--- config.mk ---
export PLATFORM = sky130hd
export DESIGN_NAME = clock_mode_ctrl
export DESIGN_NICKNAME = d
export VERILOG_FILES = /design/src/rtl/clock_ctrl_pkg.sv /design/src/rtl/clock_mode_ctrl_tick_gen.sv /design/src/rtl/clock_mode_ctrl.sv
export SDC_FILE = /design/constraint.sdc
export NUM_CORES = 1
export LEC_CHECK = 0
export ABC_AREA = 1
export CORE_ASPECT_RATIO = 1.25
export CORE_MARGIN = 3
export CORE_UTILIZATION = 33
export CTS_CLUSTER_SIZE = 16
export DETAILED_ROUTE_END_ITERATION = 6
export SLEW_MARGIN = 20
export SYNTH_ARGS = -nofsm -noshare
export SYNTH_HDL_FRONTEND = slang
export SYNTH_SLANG_ARGS = --single-unit
export TNS_END_PERCENT = 30
--- constraint.sdc ---
create_clock -name clk_50Mhz -period 3.95 [get_ports clk_50Mhz]
set_clock_uncertainty 0.15 [all_clocks]
set_input_delay 0.395 -clock clk_50Mhz [delete_from_list [all_inputs] [get_ports clk_50Mhz]]
set_output_delay 0.395 -clock clk_50Mhz [all_outputs]
set_load 0.005 [all_outputs]
--- src/rtl/clock_ctrl_pkg.sv ---
// Shared types and constants for the clock mode/edit controller.
// Latency: n/a (declarations only).
// Backpressure: n/a.
//
// Provides the mode/state encoding, per-field maxima, blink-mask field
// indices and the packed time-of-day record used for edit/commit registers.
package clock_ctrl_pkg;

  // Encoding is exported on the mode output, so values are fixed.
  typedef enum logic [2:0] {
    ST_RUN    = 3'd0,
    ST_EDIT_H = 3'd1,
    ST_EDIT_M = 3'd2,
    ST_EDIT_S = 3'd3,
    ST_ALM_H  = 3'd4,
    ST_ALM_M  = 3'd5
  } state_t;

  localparam logic [5:0] MAX_HOUR = 6'd23;
  localparam logic [5:0] MAX_MIN  = 6'd59;
  localparam logic [5:0] MAX_SEC  = 6'd59;

  // Bit positions inside blink_mask {hour,min,sec}.
  localparam int F_HOU = 2;
  localparam int F_MIN = 1;
  localparam int F_SEC = 0;

  typedef struct packed {
    logic [5:0] hou;
    logic [5:0] min;
    logic [5:0] sec;
  } tod_t;

endpackage

--- src/rtl/clock_mode_ctrl_tick_gen.sv ---
// Blink phase generator plus 1 Hz tick, both restartable by a key pulse.
// Latency: restart takes effect on the next clock edge (phase visible = 0).
// Backpressure: none; free-running counters.
//
// Ports:
//   clk_50Mhz, rst_n : clock, async active-low reset
//   restart          : one-cycle pulse, zeroes both counters and the phase
//   blink_phase      : toggles every CLK_HZ/(2*BLINK_HZ) cycles, 0 = visible
//   tick_1hz         : one-cycle pulse every CLK_HZ cycles after restart
module tick_gen #(
  parameter int CLK_HZ   = 50000000,
  parameter int BLINK_HZ = 2
) (
  input  logic clk_50Mhz,
  input  logic rst_n,
  input  logic restart,
  output logic blink_phase,
  output logic tick_1hz
);

  localparam int HALF = (CLK_HZ / (2 * BLINK_HZ) < 1) ? 1 : CLK_HZ / (2 * BLINK_HZ);
  localparam int HW   = (HALF > 1) ? $clog2(HALF) : 1;
  localparam int SW   = (CLK_HZ > 1) ? $clog2(CLK_HZ) : 1;

  logic [HW-1:0] half_cnt_q;
  logic [SW-1:0] sec_cnt_q;
  logic          half_end;

  assign half_end = (half_cnt_q == HW'(HALF - 1));
  assign tick_1hz = (sec_cnt_q == SW'(CLK_HZ - 1));

  always_ff @(posedge clk_50Mhz or negedge rst_n) begin
    if (!rst_n) begin
      half_cnt_q  <= '0;
      blink_phase <= 1'b0;
    end else if (restart) begin
      half_cnt_q  <= '0;
      blink_phase <= 1'b0;
    end else if (half_end) begin
      half_cnt_q  <= '0;
      blink_phase <= ~blink_phase;
    end else begin
      half_cnt_q  <= half_cnt_q + 1'b1;
    end
  end

  // Restarted by keys too, so "seconds since last key" is exact.
  always_ff @(posedge clk_50Mhz or negedge rst_n) begin
    if (!rst_n) begin
      sec_cnt_q <= '0;
    end else if (restart || tick_1hz) begin
      sec_cnt_q <= '0;
    end else begin
      sec_cnt_q <= sec_cnt_q + 1'b1;
    end
  end

endmodule

--- src/rtl/clock_mode_ctrl.sv ---
// Mode/edit controller for time-of-day counter and alarm registers.
// Latency: one cycle from key pulse to state/output update; load is a 1-cycle strobe.
// Backpressure: none; key pulses are consumed the cycle they arrive.
//
// Optional feature macro: CLOCK_CTRL_TIMEOUT_EN (abandon edits after
// TIMEOUT_S seconds without a key pulse; absent = edits persist).
//
// Ports:
//   clk_50Mhz, rst_n                   : clock, async active-low reset
//   key_mode/key_inc/key_dec/key_ok    : one-cycle key events
//   cur_hou/cur_min/cur_sec            : live time, snapshotted on entering edit
//   set_hou/set_min/set_sec, load      : committed time + strobe to counter
//   stop_clk                           : holds counter while time is edited
//   alm_hou/alm_min, alm_en            : committed alarm and arm flag
//   blink_mask                         : {hour,min,sec} blank request
//   mode                               : current state encoding
module clock_mode_ctrl
  import clock_ctrl_pkg::*;
#(
  parameter int CLK_HZ    = 50000000,
  parameter int BLINK_HZ  = 2,
  parameter int TIMEOUT_S = 10
) (
  input  logic       clk_50Mhz,
  input  logic       rst_n,
  input  logic       key_mode,
  input  logic       key_inc,
  input  logic       key_dec,
  input  logic       key_ok,
  input  logic [5:0] cur_hou,
  input  logic [5:0] cur_min,
  input  logic [5:0] cur_sec,
  output logic [5:0] set_hou,
  output logic [5:0] set_min,
  output logic [5:0] set_sec,
  output logic       load,
  output logic       stop_clk,
  output logic [5:0] alm_hou,
  output logic [5:0] alm_min,
  output logic       alm_en,
  output logic [2:0] blink_mask,
  output logic [2:0] mode
);

  state_t     state_q, state_nxt;
  tod_t       edit_q, edit_nxt;
  tod_t       set_q, set_nxt;
  logic [5:0] ae_hou_q, ae_hou_nxt;
  logic [5:0] ae_min_q, ae_min_nxt;
  logic [5:0] alm_hou_q, alm_hou_nxt;
  logic [5:0] alm_min_q, alm_min_nxt;
  logic       alm_en_q, alm_en_nxt;
  logic       load_nxt;
  logic       any_key;
  logic       blink_phase;
  logic       tick_1hz;
  logic       timeout_hit;

  assign any_key = key_mode | key_inc | key_dec | key_ok;

  tick_gen #(
    .CLK_HZ  (CLK_HZ),
    .BLINK_HZ(BLINK_HZ)
  ) u_tick_gen (
    .clk_50Mhz  (clk_50Mhz),
    .rst_n      (rst_n),
    .restart    (any_key),
    .blink_phase(blink_phase),
    .tick_1hz   (tick_1hz)
  );

`ifdef CLOCK_CTRL_TIMEOUT_EN
  localparam int TW = (TIMEOUT_S > 0) ? $clog2(TIMEOUT_S + 1) : 1;
  logic [TW-1:0] to_cnt_q;

  always_ff @(posedge clk_50Mhz or negedge rst_n) begin
    if (!rst_n) begin
      to_cnt_q <= '0;
    end else if (state_q == ST_RUN || any_key) begin
      to_cnt_q <= '0;
    end else if (tick_1hz) begin
      to_cnt_q <= to_cnt_q + 1'b1;
    end
  end

  assign timeout_hit = (state_q != ST_RUN) && tick_1hz && (to_cnt_q == TW'(TIMEOUT_S - 1));
`else
  localparam int UNUSED_TIMEOUT_S = TIMEOUT_S;
  logic unused_tick_1hz;
  assign unused_tick_1hz = tick_1hz;
  assign timeout_hit     = 1'b0;
`endif

  // Wrap step for one field. An out-of-range value (only possible from a
  // raw cur_* snapshot) normalises to 0 on inc and to max on dec.
  function automatic logic [5:0] step(input logic [5:0] v, input logic [5:0] max_v,
                                      input logic up);
    if (up) step = (v >= max_v) ? 6'd0 : v + 6'd1;
    else    step = (v == 6'd0 || v > max_v) ? max_v : v - 6'd1;
  endfunction

  always_ff @(posedge clk_50Mhz or negedge rst_n) begin
    if (!rst_n) state_q <= ST_RUN;
    else        state_q <= state_nxt;
  end

  // Priority: mode > ok > inc > dec; lower-priority keys in the same cycle are dropped.
  always_comb begin
    state_nxt   = state_q;
    edit_nxt    = edit_q;
    set_nxt     = set_q;
    ae_hou_nxt  = ae_hou_q;
    ae_min_nxt  = ae_min_q;
    alm_hou_nxt = alm_hou_q;
    alm_min_nxt = alm_min_q;
    alm_en_nxt  = alm_en_q;
    load_nxt    = 1'b0;
    if (key_mode) begin
      case (state_q)
        ST_RUN: begin
          state_nxt = ST_EDIT_H;
          edit_nxt  = {cur_hou, cur_min, cur_sec};
        end
        ST_EDIT_H: state_nxt = ST_EDIT_M;
        ST_EDIT_M: state_nxt = ST_EDIT_S;
        ST_EDIT_S: begin
          // Time edit is abandoned without a load; counter simply resumes.
          state_nxt  = ST_ALM_H;
          ae_hou_nxt = alm_hou_q;
          ae_min_nxt = alm_min_q;
        end
        ST_ALM_H: state_nxt = ST_ALM_M;
        default:  state_nxt = ST_RUN;
      endcase
    end else if (key_ok) begin
      case (state_q)
        ST_RUN: alm_en_nxt = ~alm_en_q;
        ST_EDIT_H, ST_EDIT_M, ST_EDIT_S: begin
          set_nxt   = edit_q;
          load_nxt  = 1'b1;
          state_nxt = ST_RUN;
        end
        default: begin
          alm_hou_nxt = ae_hou_q;
          alm_min_nxt = ae_min_q;
          alm_en_nxt  = 1'b1;
          state_nxt   = ST_RUN;
        end
      endcase
    end else if (key_inc || key_dec) begin
      case (state_q)
        ST_EDIT_H: edit_nxt.hou = step(edit_q.hou, MAX_HOUR, key_inc);
        ST_EDIT_M: edit_nxt.min = step(edit_q.min, MAX_MIN, key_inc);
        ST_EDIT_S: edit_nxt.sec = step(edit_q.sec, MAX_SEC, key_inc);
        ST_ALM_H:  ae_hou_nxt   = step(ae_hou_q, MAX_HOUR, key_inc);
        ST_ALM_M:  ae_min_nxt   = step(ae_min_q, MAX_MIN, key_inc);
        default: ;
      endcase
    end else if (timeout_hit) begin
      state_nxt = ST_RUN;
    end
  end

  always_ff @(posedge clk_50Mhz or negedge rst_n) begin
    if (!rst_n) begin
      edit_q    <= '0;
      set_q     <= '0;
      ae_hou_q  <= '0;
      ae_min_q  <= '0;
      alm_hou_q <= '0;
      alm_min_q <= '0;
      alm_en_q  <= 1'b0;
      load      <= 1'b0;
    end else begin
      edit_q    <= edit_nxt;
      set_q     <= set_nxt;
      ae_hou_q  <= ae_hou_nxt;
      ae_min_q  <= ae_min_nxt;
      alm_hou_q <= alm_hou_nxt;
      alm_min_q <= alm_min_nxt;
      alm_en_q  <= alm_en_nxt;
      load      <= load_nxt;
    end
  end

  // Leaving EDIT_S (commit, ALM_H or timeout) drops stop_clk with the state,
  // which lines up with the load strobe on a commit.
  assign stop_clk = (state_q == ST_EDIT_H) || (state_q == ST_EDIT_M) || (state_q == ST_EDIT_S);

  always_comb begin
    blink_mask = 3'b000;
    case (state_q)
      ST_EDIT_H, ST_ALM_H: blink_mask[F_HOU] = blink_phase;
      ST_EDIT_M, ST_ALM_M: blink_mask[F_MIN] = blink_phase;
      ST_EDIT_S:           blink_mask[F_SEC] = blink_phase;
      default: ;
    endcase
  end

  assign set_hou = set_q.hou;
  assign set_min = set_q.min;
  assign set_sec = set_q.sec;
  assign alm_hou = alm_hou_q;
  assign alm_min = alm_min_q;
  assign alm_en  = alm_en_q;
  assign mode    = state_q;

endmodule

==> results by group, run 1 <==
Synth
  – Top-area cell type share of the netlist area: 38.3%
  – Top_reg_cell synth: dfrtp_1
  – Dominant cells by area after synthesis: dfrtp_1, nand2_1, nor2_1
  – Syn. warnings: 0
  – Seq/Total Area, Yosys: 38.3%
  – Mapped Area: 5890 um^2
  – Mapped Nets: 908
  – Mean Syn Cell Area: 6.77 um^2
  – Netlist cell types: 36
  – Number of synthesized flops with an enable pin: 0
  – Asr flop ratio synth: 100%
  – Yosys top cell by area: dfrtp_1
  – Yosys reg bits: 90
  – Post-Syn Instances: 870

STA
  – Worst relative slew slack: 41.3%
  – Final hold violations: 0
  – Final Max Tran Viols: 0
  – Fin crit period: 2.43 ns
  – Crit share post-route: 61.5%
  – Max Freq: 0.412 GHz
  – Worst-Margin Slew: 0.881 ns
  – Setup Viol. Count Final: 0
  – RSZ-0062 raised after global routing: false
  – Setup_tns: 0 ns

Cells and area
  – Post-Layout Cell Count: 1,149
  – Final Util: 39.6%
  – Most frequent cells in the layout: nand2_1, nor2_1, dfrtp_1
  – P&R area growth vs syn: 17.8%
  – Final Net Count: 958
  – Fill count: 1,833
  – Register Area: 2250 um^2
  – Most common cell after layout, fill and taps aside: nand2_1
  – ANT cells: 0
  – Layout cell share with drive strength beyond 1: 6.81%
  – Area of the multi-input gates: 3190 um^2

Worst setup path
  – Worst EP arrival: 2.51 ns
  – R2R cell count: 8
  – Critical Path End Type: flop
  – Critical path required time: 4.04 ns
  – Kind of critical path: primary input to flop
  – Max Fanout on Critical Path: 45
  – CP startpoint kind: primary input

CTS
  – Postcts setup bufs: 0
  – Reg clk slew, reported paths: 0.07 ns
  – CTS Buffer Depth: 2
  – Htree depth: 3
  – # clock sinks: 90
  – Clk Tree Root Cell: clkbuf_16
  – Clk_lat worst skew: 0.35 ns
  – CTS hold repair buffers: 0
  – # resized after CTS: 0
  – CTS Buf Count: 9
  – CTS tree: done

Status
  – Status: finished, final reports clean

Detailed routing
  – Final wirelength: 15,600 um
  – Vias per cell: 4.80
  – First-pass iteration count of the detailed router: 5
  – Initial DRC count: 313
  – Wire length per cell: 13.6 um
  – Drc violations: 0
  – Vias: 5,512
  – Detail Route Antenna Nets: 0

Power
  – Leakage: 0.00320 uW
  – Total Power: 4410 uW
  – P per Cell Area: 636 nW/um^2
  – IR drop worst, VDD: 300 uV

Die
  – Top Ports: 63
  – Core Box Area: 17,500 um^2
  – DIE AREA: 19,500 um^2
  – # rows: 54
  – Initial Util: 33.6%
  – Chip width: 125 um
  – Die height: 155 um

Placed design
  – GPL Wtd Cong: 0.859
  – Final HPWL DP: 11,700 um
  – I/O Buffers: 62
  – Total placed cells including tap cells: 1,133

Global routing
  – First-pass GRT wire length: 26,900 um
  – Vias in the first global route: 5,468
  – Gr ovfl total: 0
  – GRT Total Usage: 16.7%
  – Largest net degree at the start of global routing: 67
  – Initial antenna violation count: 0

Job
  – Max Cap Viol: 0

Worst hold path
  – Hold Crit Class: primary input to async pin
[power breakdown]
group / internal [uW] / switching (uW) / leakage (uW) / total [uW]
Combinational: 863 / 1120 / 0.00192 / 1990
Sequential: 1230 / 403 / 0.00116 / 1630
Clock: 425 / 371 / 0.000129 / 796
Total: 2520 / 1900 / 0.00320 / 4410
[path summary, 6_finish.rpt]
check,from,endpoint,slack [ns]
max,key_mode,alm_hou[5],1.52
min,rst_n,u_tick_gen.half_cnt_q[14],0.003
max reg2reg,u_tick_gen.half_cnt_q[0],u_tick_gen.half_cnt_q[15],2.02
min reg2reg,u_tick_gen.blink_phase,u_tick_gen.blink_phase,0.34
max in group asynchronous,rst_n,alm_min[4],2.89
min in group clk_50Mhz,u_tick_gen.blink_phase,u_tick_gen.blink_phase,0.34
[kinds of logic (layout without fill, tap and decap cells)]
| group | count (synthesis) | in the layout | share of synthesized area (%) |
|---|---|---|---|
| XOR/XNOR | 24 | 24 | 3.57 |
| adder cells (fa/ha/maj) | 14 | 14 | 2.98 |
| AND/OR/NAND/NOR | 548 | 548 | 39.5 |
| flip-flops | 90 | 90 | 38.3 |
| buffers and inverters | 107 | 162 | 7.61 |
| AO/OA/AOI/OAI | 86 | 86 | 7.89 |
| multiplexers | 1 | 1 | 0.191 |
[state kept, by name (all words and copies together) (netlist names)]
signal and count:
set_min 6, alm_en 1, ae_min_q 6, ae_hou_q 6, mode 3, u_tick_gen.half_cnt_q 24, set_hou 6, alm_min 6
load 1, edit_q 18, alm_hou 6, u_tick_gen.blink_phase 1, set_sec 6
[per-layer routing]
layer,vias to the layer above,share of wire (%),GRT usage [%]
met5,-,0,0
li1,2869,-,-
met3,19,3.7,2.44
met4,0,1.9,6.25
met1,2503,47,22.0
met2,121,48,27.9
[cell type report]
| cell class | count | area share, % |
|---|---|---|
| clock buffers | 11 | 3.35 |
| clock inverters | 5 | 0.451 |
| inverters | 80 | 4.40 |
| multi-input cells | 673 | 45.9 |
| flip-flops and latches | 90 | 32.5 |
| well taps | 224 | 4.04 |
| repair buffers | 66 | 9.34 |
[cell usage after synthesis, types with 3 or more instances]
master	number
inv_2	14
nor3_1	4
ha_1	14
nand4_1	18
o21ai_1	37
xor2_1	22
a21oi_1	20
or2_2	7
nand2_1	263
clkbuf_1	4
buf_2	21
nand3_2	3
clkinv_1	3
inv_1	62
nor2_2	5
o21ai_0	22
dfrtp_1	90
nor2_1	155
nand2_2	6
nand3_1	79
nor2_4	3
[metrics by stage]
step                instance area (um^2)  setup WS, ns  hold WS (ns)
floorplan                           5890          2.34       -0.0506
global placement                    6670          1.23         0.308
detailed placement                  6670          1.15         0.334
CTS                                 6940          1.52        0.0437
global route                        6940          1.33        0.0735
finish                              6940          1.52       0.00271
[worst max-delay path: stages]
cell             delay [ns]
clkdlybuf4s50_1        0.40
buf_4                  0.22
inv_6                  0.31
nand2_2                0.17
inv_2                  0.09
nand2_1                0.43
mux2_1                 0.49
Power figures use the tool's default switching activity.
==> inputs of run 2 (changes only) <==
==> constraint.sdc (replaced) <==
create_clock -name clk_50Mhz -period 2 [get_ports clk_50Mhz]
set_clock_uncertainty 0.15 [all_clocks]
set_input_delay 0.2 -clock clk_50Mhz [delete_from_list [all_inputs] [get_ports clk_50Mhz]]
set_output_delay 0.2 -clock clk_50Mhz [all_outputs]
set_load 0.005 [all_outputs]
==> run 2 against run 1 <==
- total power up 110%
- utilization up 2.2 points
- setup slack worse by 1.4 ns
- cell area up 5.6%
- global-route usage up 0.51 points
- first-iteration DRC count down 1.3%
- worst hold slack better by 0.16 ns
- critical path depth down 2
- via count up 2.5%
- combinational power up 110%
- routed wire length up 3.3%
- critical path type is now flop to output port
==> results by group, run 2 (synthesis results as in run 1) <==
Detailed routing
  – Initial DRC count: 309
  – Vias per cell: 4.77
  – Final wirelength: 16,100 um
  – Detail Route Antenna Nets: 0
  – Vias: 5,648
  – Wire length per cell: 13.6 um
  – Drc violations: 0
  – First-pass iteration count of the detailed router: 5

Worst setup path
  – Worst EP arrival: 1.54 ns
  – Kind of critical path: flop to output port
  – CP max-delay cell: dfrtp_2
  – CP startpoint kind: flop
  – Worst-path cell chain: buf_4, inv_1, nand3_2, a21oi_2, dlygate4sd2_1
  – Max Fanout on Critical Path: 3
  – Critical Path End Type: output port
  – CP peak stage delay: 0.43 ns
  – Critical path required time: 1.65 ns

Cells and area
  – Layout cell share with drive strength beyond 1: 11.3%
  – Most common cell after layout, fill and taps aside: nand2_1
  – Largest registers: u_tick_gen.half_cnt_q (24), edit_q (18)
  – Top reg by flops: u_tick_gen.half_cnt_q
  – P&R area growth vs syn: 24.5%
  – ANT cells: 0
  – Final Net Count: 993
  – Most frequent cells in the layout: nand2_1, nor2_1, dfrtp_1
  – Max FFs per register: 24

Global routing
  – Initial antenna violation count: 0
  – Gr ovfl total: 0
  – Vias in the first global route: 5,550
  – GRT Total Usage: 17.3%
  – First-pass GRT wire length: 27,500 um
  – Largest net degree at the start of global routing: 41

CTS
  – CTS Buf Count: 9
  – CTS tree: done
  – Clk_lat worst skew: 0.35 ns
  – CTS Buffer Depth: 2
  – # clock sinks: 90
  – Clk Tree Root Cell: clkbuf_16
  – Htree depth: 3
  – Reg clk slew, reported paths: 0.07 ns

Die
  – Initial Util: 33.6%
  – # rows: 54
  – Core Box Area: 17,500 um^2
  – Top Ports: 63
  – Die height: 155 um
  – DIE AREA: 19,500 um^2
  – Chip width: 125 um

Power
  – P per Cell Area: 1260 nW/um^2
  – Leakage: 0.00346 uW
  – IR drop worst, VDD: 639 uV
  – Total Power: 9250 uW

Worst hold path
  – Hold Crit Class: primary input to async pin

STA
  – Worst relative slew slack: 72.4%
  – Crit share post-route: 94.6%
  – Worst-Margin Slew: 0.413 ns
  – Fin crit period: 1.89 ns
  – Setup Viol. Count Final: 0
  – RSZ-0062 raised after global routing: false
  – Final worst slack: 0.108 ns
  – Max Freq: 0.528 GHz
  – Hold WS: 0.167 ns
  – Final Max Tran Viols: 0
  – Final hold violations: 0

Placed design
  – Final HPWL DP: 12,000 um
  – I/O Buffers: 62
  – GPL Wtd Cong: 0.873
  – Worst slack, placed: 0.0661 ns

Job
  – Max Cap Viol: 0

Status
  – Status: finished, final reports clean
==> run 2: repair_timing <==
action	CTS	global route
endpoints found under the hold margin	50	0
setup endpoints to repair	3	3
pin swaps	1	1
hold buffers	1	0
resized for setup	13	6
buffers inserted	9	1
==> run 2: path summary, 6_finish.rpt <==
kind / from / end / slack [ns] / depth (start not counted)
setup / recovery: mode[0] / blink_mask[1] / 0.11 / 5
hold / removal: rst_n / u_tick_gen.half_cnt_q[15] / 0.17 / 2
setup reg to reg: u_tick_gen.half_cnt_q[1] / u_tick_gen.half_cnt_q[18] / 0.20 / 8
hold reg to reg: u_tick_gen.blink_phase / u_tick_gen.blink_phase / 0.33 / 2
max in group asynchronous: rst_n / mode[2] / 0.94 / 3
min in group clk_50Mhz: u_tick_gen.blink_phase / u_tick_gen.blink_phase / 0.33 / 2
==> run 2: layout make-up <==
| type | count | area (um^2) |
|---|---|---|
| inverter | 80 | 310 |
| multi-input combinational | 673 | 3230 |
| sequential | 90 | 2260 |
| fill | 1779 | 10200 |
| timing repair buffer | 101 | 957 |
| clock inverter | 6 | 66.3 |
| tap | 224 | 280 |
| clock buffer | 10 | 229 |
==> run 2: layer usage <==
layer | track usage (%) | up-vias | wire [um]
li1 | - | 2941 | -
met1 | 22.2 | 2572 | 7360
met2 | 29.1 | 117 | 7890
met3 | 3.13 | 18 | 631
met4 | 6.10 | 0 | 256
met5 | 0 | - | 0
==> run 2: metrics by stage <==
step	setup TNS (ns)	instance area, um^2	instances	util (%)
2_1_floorplan	0	5890	870	-
3_3_place_gp	0	6890	1157	39.4
3_5_place_dp	0	6890	1157	39.4
4_1_cts	-0.0596	7300	1183	41.7
5_1_grt	0	7330	1184	41.9
6_report	0	7330	1184	41.9
==> run 2: critical path, delay by kind of cell (launching register included) <==
family	cells	cell delay, ns
buf+inv	3	0.49
flops	1	0.43
simple gates	1	0.12
compound gates	1	0.16
==> run 2: report_power, final <==
group          internal, uW  leakage [uW]  switching [uW]  total (uW)
registers              2430       0.00115             796        3230
clock network           975      0.000147             779        1750
logic                  1940       0.00216            2330        4270
total                  5350       0.00346            3900        9250
